$ cat src/rtl/squid_gf16_pkg.sv
// ---------------------------------------------------------------------------
// squid_gf16_pkg
// Shared GF(16) arithmetic for the SQUID decoder Chien search.
//   gf16_t        : one field element
//   GF_POLY       : primitive polynomial x^4 + x + 1
//   ALPHA_POW     : alpha^e for e = 0..14 (alpha = 4'd2)
//   gf16_mul      : field multiply
//   chien_state_e : sequencing FSM states
// ---------------------------------------------------------------------------
package squid_gf16_pkg;

    typedef logic [3:0] gf16_t;

    localparam logic [4:0] GF_POLY = 5'b10011;

    localparam gf16_t ALPHA_POW [0:14] = '{
        4'd1,  4'd2,  4'd4,  4'd8,  4'd3,  4'd6,  4'd12, 4'd11,
        4'd5,  4'd10, 4'd7,  4'd14, 4'd15, 4'd13, 4'd9
    };

    typedef enum logic [1:0] {
        ST_IDLE   = 2'd0,
        ST_SEARCH = 2'd1,
        ST_DONE   = 2'd2
    } chien_state_e;

    // Shift-and-add multiply; the multiplicand is reduced by the field
    // polynomial each time it is doubled.
    function automatic gf16_t gf16_mul(input gf16_t a, input gf16_t b);
        gf16_t r;
        gf16_t aa;
        r  = '0;
        aa = a;
        for (int unsigned i = 0; i < 4; i++) begin
            if (b[i]) begin
                r = r ^ aa;
            end
            aa = aa[3] ? ({aa[2:0], 1'b0} ^ GF_POLY[3:0]) : {aa[2:0], 1'b0};
        end
        return r;
    endfunction

endpackage

$ cat src/rtl/chien_eval_slice.sv
// ---------------------------------------------------------------------------
// chien_eval_slice
// Combinational test of one search position: l0 ^ t1*alpha^K ^ t2*alpha^(2K).
//   K       : slice offset from the current base position
//   i_l0    : constant coefficient
//   i_t1    : lambda1 term at the base position
//   i_t2    : lambda2 term at the base position
//   o_hit   : 1 when the polynomial evaluates to zero
// ---------------------------------------------------------------------------
module chien_eval_slice
    import squid_gf16_pkg::*;
#(
    parameter int unsigned K = 0
) (
    input  gf16_t i_l0,
    input  gf16_t i_t1,
    input  gf16_t i_t2,
    output logic  o_hit
);

    localparam gf16_t C1 = ALPHA_POW[K % 15];
    localparam gf16_t C2 = ALPHA_POW[(2 * K) % 15];

    gf16_t w_sum;

    always_comb begin
        w_sum = i_l0 ^ gf16_mul(i_t1, C1) ^ gf16_mul(i_t2, C2);
        o_hit = (w_sum == '0);
    end

endmodule

$ cat src/rtl/chien_seq_ctrl.sv
// ---------------------------------------------------------------------------
// chien_seq_ctrl
// Sequencing controller for the GF(16) Chien root search of a degree-2
// error-locator polynomial. Positions 0..NUM_POS-1 (x = alpha^(i+1)) are
// tested PAR per cycle with incrementally stepped term registers.
// Optional build macro: CHIEN_EARLY_TERM_EN (stop as soon as all roots seen).
// Ports:
//   clk, rst                  : clock, async active-high reset
//   in_valid/in_ready         : lambda input handshake
//   in_lambda0/1/2            : locator coefficients (x^0, x^1, x^2)
//   out_valid/out_ready       : result handshake, result held until taken
//   out_locator               : bit i set when position i is a root
//   out_err_cnt               : roots found, saturating at 3
//   out_fail                  : root count differs from polynomial degree
//   busy                      : high during SEARCH and DONE
// ---------------------------------------------------------------------------
module chien_seq_ctrl
    import squid_gf16_pkg::*;
#(
    parameter int unsigned NUM_POS = 8,
    parameter int unsigned PAR     = 1
) (
    input  logic               clk,
    input  logic               rst,
    input  logic               in_valid,
    output logic               in_ready,
    input  logic [3:0]         in_lambda0,
    input  logic [3:0]         in_lambda1,
    input  logic [3:0]         in_lambda2,
    output logic               out_valid,
    input  logic               out_ready,
    output logic [NUM_POS-1:0] out_locator,
    output logic [1:0]         out_err_cnt,
    output logic               out_fail,
    output logic               busy
);

    localparam int unsigned PW    = $clog2(NUM_POS + 1);
    localparam gf16_t       STEP1 = ALPHA_POW[PAR % 15];
    localparam gf16_t       STEP2 = ALPHA_POW[(2 * PAR) % 15];

    chien_state_e       r_state;
    gf16_t              r_l0;
    gf16_t              r_t1;
    gf16_t              r_t2;
    logic [1:0]         r_deg;
    logic               r_zero;
    logic [1:0]         r_cnt;
    logic [NUM_POS-1:0] r_loc;
    logic [PW-1:0]      r_pos;
    logic               r_in_ready;
    logic               r_out_valid;
    logic               r_fail;
    logic               r_busy;

    logic [PAR-1:0]     w_hit;
    logic [PAR-1:0]     w_hit_m;
    logic [3:0]         w_sum;
    logic [3:0]         w_tot;
    logic [1:0]         w_cnt_next;
    logic [NUM_POS-1:0] w_loc_next;
    logic [PW-1:0]      w_pos_next;
    logic               w_last;
    logic               w_early;
    logic               w_accept;

    for (genvar k = 0; k < PAR; k++) begin : g_slice
        chien_eval_slice #(.K(k)) u_slice (
            .i_l0  (r_l0),
            .i_t1  (r_t1),
            .i_t2  (r_t2),
            .o_hit (w_hit[k])
        );
    end

    always_comb begin
        // An all-zero polynomial "hits" everywhere; it means no error.
        w_hit_m = r_zero ? '0 : w_hit;
        w_sum   = '0;
        for (int unsigned k = 0; k < PAR; k++) begin
            w_sum = w_sum + {3'b000, w_hit_m[k]};
        end
        w_tot      = {2'b00, r_cnt} + w_sum;
        w_cnt_next = (w_tot > 4'd3) ? 2'd3 : w_tot[1:0];
        w_loc_next = r_loc | (NUM_POS'(w_hit_m) << r_pos);
        w_pos_next = r_pos + PW'(PAR);
        w_last     = (w_pos_next == PW'(NUM_POS));
        w_accept   = in_valid && r_in_ready;
    end

`ifdef CHIEN_EARLY_TERM_EN
    // Uses the count including this cycle's hits, so DONE follows the
    // edge on which the last root is recorded.
    assign w_early = (r_deg == 2'd0) || (w_cnt_next == r_deg);
`else
    assign w_early = 1'b0;
`endif

    always_ff @(posedge clk or posedge rst) begin
        if (rst) begin
            r_state     <= ST_IDLE;
            r_l0        <= '0;
            r_t1        <= '0;
            r_t2        <= '0;
            r_deg       <= '0;
            r_zero      <= 1'b0;
            r_cnt       <= '0;
            r_loc       <= '0;
            r_pos       <= '0;
            r_in_ready  <= 1'b0;
            r_out_valid <= 1'b0;
            r_fail      <= 1'b0;
            r_busy      <= 1'b0;
        end else begin
            unique case (r_state)
                ST_IDLE: begin
                    r_in_ready <= 1'b1;
                    if (w_accept) begin
                        r_l0       <= in_lambda0;
                        r_t1       <= gf16_mul(in_lambda1, ALPHA_POW[1]);
                        r_t2       <= gf16_mul(in_lambda2, ALPHA_POW[2]);
                        r_deg      <= (in_lambda2 != '0) ? 2'd2 :
                                      (in_lambda1 != '0) ? 2'd1 : 2'd0;
                        r_zero     <= (in_lambda0 == '0) && (in_lambda1 == '0) &&
                                      (in_lambda2 == '0);
                        r_cnt      <= '0;
                        r_loc      <= '0;
                        r_pos      <= '0;
                        r_fail     <= 1'b0;
                        r_in_ready <= 1'b0;
                        r_busy     <= 1'b1;
                        r_state    <= ST_SEARCH;
                    end
                end
                ST_SEARCH: begin
                    r_loc <= w_loc_next;
                    r_cnt <= w_cnt_next;
                    r_t1  <= gf16_mul(r_t1, STEP1);
                    r_t2  <= gf16_mul(r_t2, STEP2);
                    r_pos <= w_pos_next;
                    if (w_last || w_early) begin
                        r_fail      <= (w_cnt_next != r_deg);
                        r_out_valid <= 1'b1;
                        r_state     <= ST_DONE;
                    end
                end
                ST_DONE: begin
                    if (out_ready) begin
                        r_out_valid <= 1'b0;
                        r_busy      <= 1'b0;
                        r_in_ready  <= 1'b1;
                        r_state     <= ST_IDLE;
                    end
                end
                default: begin
                    r_state <= ST_IDLE;
                end
            endcase
        end
    end

    assign in_ready    = r_in_ready;
    assign out_valid   = r_out_valid;
    assign out_locator = r_loc;
    assign out_err_cnt = r_cnt;
    assign out_fail    = r_fail;
    assign busy        = r_busy;

endmodule

$ cat config.mk
export PLATFORM = sky130hd
export DESIGN_NAME = chien_seq_ctrl
export DESIGN_NICKNAME = d
export VERILOG_FILES = /design/src/rtl/squid_gf16_pkg.sv /design/src/rtl/chien_eval_slice.sv /design/src/rtl/chien_seq_ctrl.sv
export SDC_FILE = /design/constraint.sdc
export NUM_CORES = 1
export LEC_CHECK = 0
export ABC_AREA = 1
export BUFFER_PORTS_ARGS = -buffer_cell sky130_fd_sc_hd__buf_2
export CAP_MARGIN = 20
export CORE_AREA = 5 5 64 66
export CTS_CLUSTER_SIZE = 25
export DETAILED_ROUTE_END_ITERATION = 16
export DIE_AREA = 0 0 69 71
export GPL_TIMING_DRIVEN = 1
export PLACE_DENSITY_LB_ADDON = 0.12
export SYNTH_ARGS = -nofsm -noshare
export SYNTH_HDL_FRONTEND = slang
export SYNTH_HIERARCHICAL = 1
export SYNTH_SLANG_ARGS = --single-unit
$ cat constraint.sdc
create_clock -name clk -period 2.6 [get_ports clk]
set_input_delay 0 -clock clk [delete_from_list [all_inputs] [get_ports clk]]
set_output_delay 0 -clock clk [all_outputs]
set_load 0.1 [all_outputs]
# Word-level counts from Yosys, hierarchy flattened
# Cells that the tools add are included.
[classes]
add_sub_neg = 2
order_cmp = 1
n_eq_ne = 7
shift = 1
n_mux = 35
bitwise_logic = 9
n_reduce_logical = 20
[ops]
columns = ["op", "count"]
rows = [
  ["$mux W2", 12],
  ["$pmux W4 S2", 3],
  ["$logic_not A4 Y1", 4],
  ["$pmux W8 S2", 1],
  ["$mux W4", 3],
  ["$not A2 Y2", 6],
  ["$reduce_and A3 Y1", 4],
  ["$mux W1", 9],
  ["$mux W8", 1],
  ["$or A8 B8 Y8", 1],
  ["$pmux W1 S2", 4],
  ["$reduce_bool A4 Y1", 2],
  ["$shl A1 B4 Y8", 1],
  ["$xor A4 B4 Y4", 2],
  ["$ne A2 B2 Y1 const B", 3],
  ["$pmux W2 S3", 1],
  ["$reduce_and A2 Y1", 3],
  ["$reduce_bool A2 Y1", 3],
  ["$add A4 B1 Y4 const B", 1],
  ["$eq A4 B4 Y1 const B", 1],
  ["$pmux W2 S2", 1],
  ["$add A2 B1 Y3", 1],
  ["$gt A3 B2 Y1 const B", 1],
  ["$logic_and A1 B1 Y1", 3],
  ["4 further kinds", 4],
]
[totals]
regBits = 35
output_inout_bits = 14
word_cells = 88

# Depth between registers and ports, before layout
[logic_depth]
depth_word = 10
mapped_depth = 17
depth_no_buf = 17

# Hierarchy
# The synthesis kept the hierarchy.
[modules_own_cells]
columns = ["mod", "instances", "cells_per_inst", "area_each_um2", "seq_area_each_um2"]
rows = [
  ["chien_seq_ctrl", 1, 190, 1652.8, 875.8],
  ["chien_eval_slice", 1, 38, 156.4, 0.0],
]

# Least setup slack after synthesis
# Ideal clock, no wire load.
[synth_path]
path_kind = "register -> register"
start = "register r_t1[3]"
end = "register r_fail, in the netlist out_fail"
arrival_ns = 1.651
required_ns = 2.482
setup_slack_ns = 0.831
path_stages_with_launch = 18
period_less_slack_ns = 1.769
path_cell_list = "dfrtp_1 inv_1 nand2_1 nand2_1 nand2_1 nand2_2 nand2_1 nor2_1 inv_1 nor2_1 ha_1 nand2_1 nand2_1 nand2_1 nand2_1 nand2_1 nand3_1 nand2_1"
[synth_between]
elab_chain_cells = 10
[synth_lines]
columns = ["element", "line_no", "source"]
rows = [
  ["start, declared", "chien_seq_ctrl.sv:44", "gf16_t r_t1;"],
  ["start signal, assigned", "chien_seq_ctrl.sv:120", "r_t1 <= gf16_mul(in_lambda1, ALPHA_POW[1]);"],
  ["start signal, assigned", "chien_seq_ctrl.sv:138", "r_t1 <= gf16_mul(r_t1, STEP1);"],
  ["$xor A4 B4 Y4 * (2 in a row)", "chien_eval_slice.sv:27", "w_sum = i_l0 ^ gf16_mul(i_t1, C1) ^ gf16_mul(i_t2, C2);"],
  ["$logic_not A4 Y1 *", "chien_eval_slice.sv:28", "o_hit = (w_sum == '0);"],
  ["named net w_hit", "chien_seq_ctrl.sv:56", "logic [PAR-1:0] w_hit;"],
  ["$mux W1 *", "chien_seq_ctrl.sv:78", "w_hit_m = r_zero ? '0 : w_hit;"],
  ["$add A2 B1 Y3 *", "chien_seq_ctrl.sv:83", "w_tot = {2'b00, r_cnt} + w_sum;"],
  ["$gt A3 B2 Y1", "chien_seq_ctrl.sv:84", "w_cnt_next = (w_tot > 4'd3) ? 2'd3 : w_tot[1:0];"],
  ["$mux W2 *", "chien_seq_ctrl.sv:84", ""],
  ["$ne A2 B2 Y1 *", "chien_seq_ctrl.sv:142", "r_fail <= (w_cnt_next != r_deg);"],
  ["$mux W1 *", "chien_seq_ctrl.sv:141", "if (w_last || w_early) begin"],
  ["$pmux W1 S2 *", "chien_seq_ctrl.sv:115", "unique case (r_state)"],
  ["end signal, assigned", "chien_seq_ctrl.sv:142", ""],
  ["end, declared", "chien_seq_ctrl.sv:53", "logic r_fail;"],
]
# Mark *: on every way through the listed nets, which the timed path passes. The rest lies on a longest branch. The select of a mux whose other input is x is not followed.
# A chain may end at the register's enable or synchronous reset.

# Final worst setup path
# Ends and elaborated chain as after synthesis.

==> run summary <==
Psw - 1.659 mW
Commonest non-fill, non-tap cell in the layout - nand2_1
GRT overflow - 0
Family with the most delay on the worst path - simple AND/OR/NAND/NOR gates
N_diodes - 0
RSZ-0062 raised after global routing - no
Critical Path, Cell by Cell - inv_1 -> nand2_1 -> nand2_1 -> nand2_1 -> nand2_2 -> nand2_1 -> nor2_1 -> inv_1 -> nor2_1 -> ha_1 -> nand2_1 -> nand2_1 -> nand2_1 -> nand2_1 -> nand2_1 -> nand3_1 -> nand2_1
Initial antenna violation count - 0
Cts repair resizes - 0
Static leakage - 1.138 nW
Worst path depth - 17
Part of the power in registers - 34.1%
Clk pwr share - 8.8%
CTS tree - built
Max VDD drop - 0.8658 mV
CTS sink count - 35
CP most frequent cell - nand2_1
M1 wire length - 1755 µm
Slew Limit Fails - 0
Setup TNS - 0 ps
Placed Area - 1984 µm²
Htree depth - 2
Min Tclk post-route - 1983 ps
Worst path required time - 2820 ps
Rows - 22
CP startpoint kind - flip-flop
Buffers and inverters on the worst path - 2
Mapped Cells - 228
Post-Layout Inst Area - 2176 µm²
CTS clk-pin slew, worst paths - 100 ps
Final hold vios - 0
Fmax - 0.5044 GHz
Type of the worst min-delay path - in -> async
Worst reg2reg startpoint - r_t1[3]
Power Internal - 1.299 mW
Mapped Area - 1809 µm²
Worst Reg-to-Reg Cells - 17
Largest net degree at the start of global routing - 36
Gate power share - 57.1%
Port Buffers - 29
Clock latency on the worst-skew pair - 330 ps
Synthesized Nets - 247
Ys Warns - 6
TritonCTS Buffers - 5
Pre-CTS WS - 649.4 ps
Setup Skew - 6.993 ps
Via/cell ratio - 4.901
Final setup vio count - 0
First-pass GRT wire length - 6693 µm
Via count of the first global-routing pass - 1538
Sw Share - 56.08%
Syn_area_per_cell - 7.935 µm²
CP startpoint - r_t1[3]
Worst EP arrival - 2210 ps
Max incr delay on CP - 440 ps
Period utilization - 76.25%
DRC viols - 0
Post-CTS setup buffers - 0
Setup crit end - out_fail
Leading cell types in the layout, fill and taps excluded - 69 x nand2_1, 35 x dfrtp_1, 31 x inv_1
Met2 routed WL - 1955 µm
Die ar. - 4899 µm²
Top Metal Used - met4
Routed vias - 1588
Synth area leader - dfrtp_1
Outcome - complete, no violations
Maximum root-to-sink buffer count - 2
Synth-to-layout area growth - 20.26%
Seq/Total Area, Yosys - 48.41%
Crit Reg-Reg Endpoint - out_fail
Worst setup EP type - flip-flop
Largest fanout on the critical path - 6
Effective utilization at floorplan - 51.35%
CTS root buf - clkbuf_4
Hold buffer count at cts - 14
Synth area leaders - dfrtp_1 48%, nand2_1 14%, inv_1 6.4%
Detail Placement HPWL - 2796 µm
WL/cell - 12.00 µm
Core area - 3523 µm²
DRT antenna net count - 0
First DRT Iteration DRCs - 104
WL met3 - 146 µm
Post-Route WL - 3888 µm
Max cap viols - 0
Die H - 71 µm
Seq cells post-synth - 35
GR Util All Layers - 16.89%
R2R setup slack - 620 ps
Power Dens Cells - 1359 nW/µm²
Slew headroom - 67.72%
Synth cell types - 23
Slew @ Worst Pin - 487.6 ps
Drt first pass iters - 6
PnR worst setup slack - 617.5 ps
Ports - 30
Area fraction of the dominant cell type after synthesis - 48.41%
Routability Congestion - 0.8561
Die W - 69 µm
Critical path class - reg -> reg
Nets - 296
Slowest CP cell - dfrtp_1
Share of layout cells above drive strength 1 - 18.84%
-- power by group through the flow --
stage          logic (mW)  registers, mW  clock network [mW]
2_1_floorplan       0.770           1.63                   0
3_3_place_gp         1.67           1.01                   0
3_5_place_dp         1.68           1.02                   0
4_1_cts              1.70           1.01               0.269
5_1_grt              1.86           1.05               0.297
6_report             1.69           1.01               0.261
-- worst min path at each step --
stage / startpoint / endpoint / slack, ps / cells past startpoint
after global placement: rst / r_pos[2] / 120 / 3
after CTS: in_lambda2[3] / r_t2[2] / 3 / 3
after floorplan: out_ready / r_state[1] / 110 / 1
after global routing: rst / r_t1[3] / 350 / 4
after detailed placement: rst / r_pos[3] / 120 / 3
final: rst / out_locator[4] / 310 / 4
-- layout make-up --
class	instances	area [µm²]
clock buffer	6	41.29
fill	337	1348
inverter	33	125.1
multi-input combinational	156	763.2
sequential	35	875.8
tap	48	60.06
timing repair buffer	46	310.3
-- worst min-delay path: stages --
cell           delay [ps]
dlygate4sd3_1         530
buf_2                 120
inv_1                  40
buf_4                 380
-- per-stage QoR --
step | utilization, % | total power, mW | std cells | hold slack [ps]
6_report | 61.75 | 2.958 | 324 | 311.2
3_5_place_dp | 56.32 | 2.696 | 303 | 121.8
2_1_floorplan | - | 2.401 | 228 | 107.7
3_3_place_gp | 56.32 | 2.679 | 303 | 123.1
5_1_grt | 61.75 | 3.204 | 324 | 350.8
4_1_cts | 61.47 | 2.974 | 323 | 3.024
-- flip-flops by register name (all words and copies together), names as in the netlist, 2 cells and up --
| signal | cells |
|---|---|
| r_state | 2 |
| r_l0 | 4 |
| out_locator | 8 |
| r_t2 | 4 |
| r_t1 | 4 |
| r_pos | 4 |
| r_deg | 2 |
| out_err_cnt | 2 |
-- kinds of logic after synthesis --
| logic type | Yosys count | synth area share, % |
|---|---|---|
| xor+xnor | 1 | 0.4842 |
| simple gates | 114 | 26.97 |
| fa+ha+maj | 3 | 2.075 |
| buf+inv | 37 | 9.405 |
| flops | 35 | 48.41 |
| compound gates | 38 | 12.66 |
-- layer usage --
layer	GRT usage [%]	vias to the layer above
met5	0	-
met4	4.555	0
met3	5.114	4
met2	28.71	29
met1	20.94	730
li1	-	825
-- synth_stat cells --
master and instances:
o21ai_0 16, o21ai_1 4, ha_1 3, nand2_2 4, or2_2 1, clkinv_2 1
nor2_1 17, buf_6 4, xnor2_1 1, a21oi_2 1, nor2_2 1, nand3b_1 3
o21ai_2 6, inv_2 1, inv_1 31, nand3_1 15, o22ai_1 6, nand2_1 69
a21oi_1 3, nand4_1 3, dfrtp_1 35, o211ai_1 2, nor2_4 1
Power figures use the tool's default switching activity.
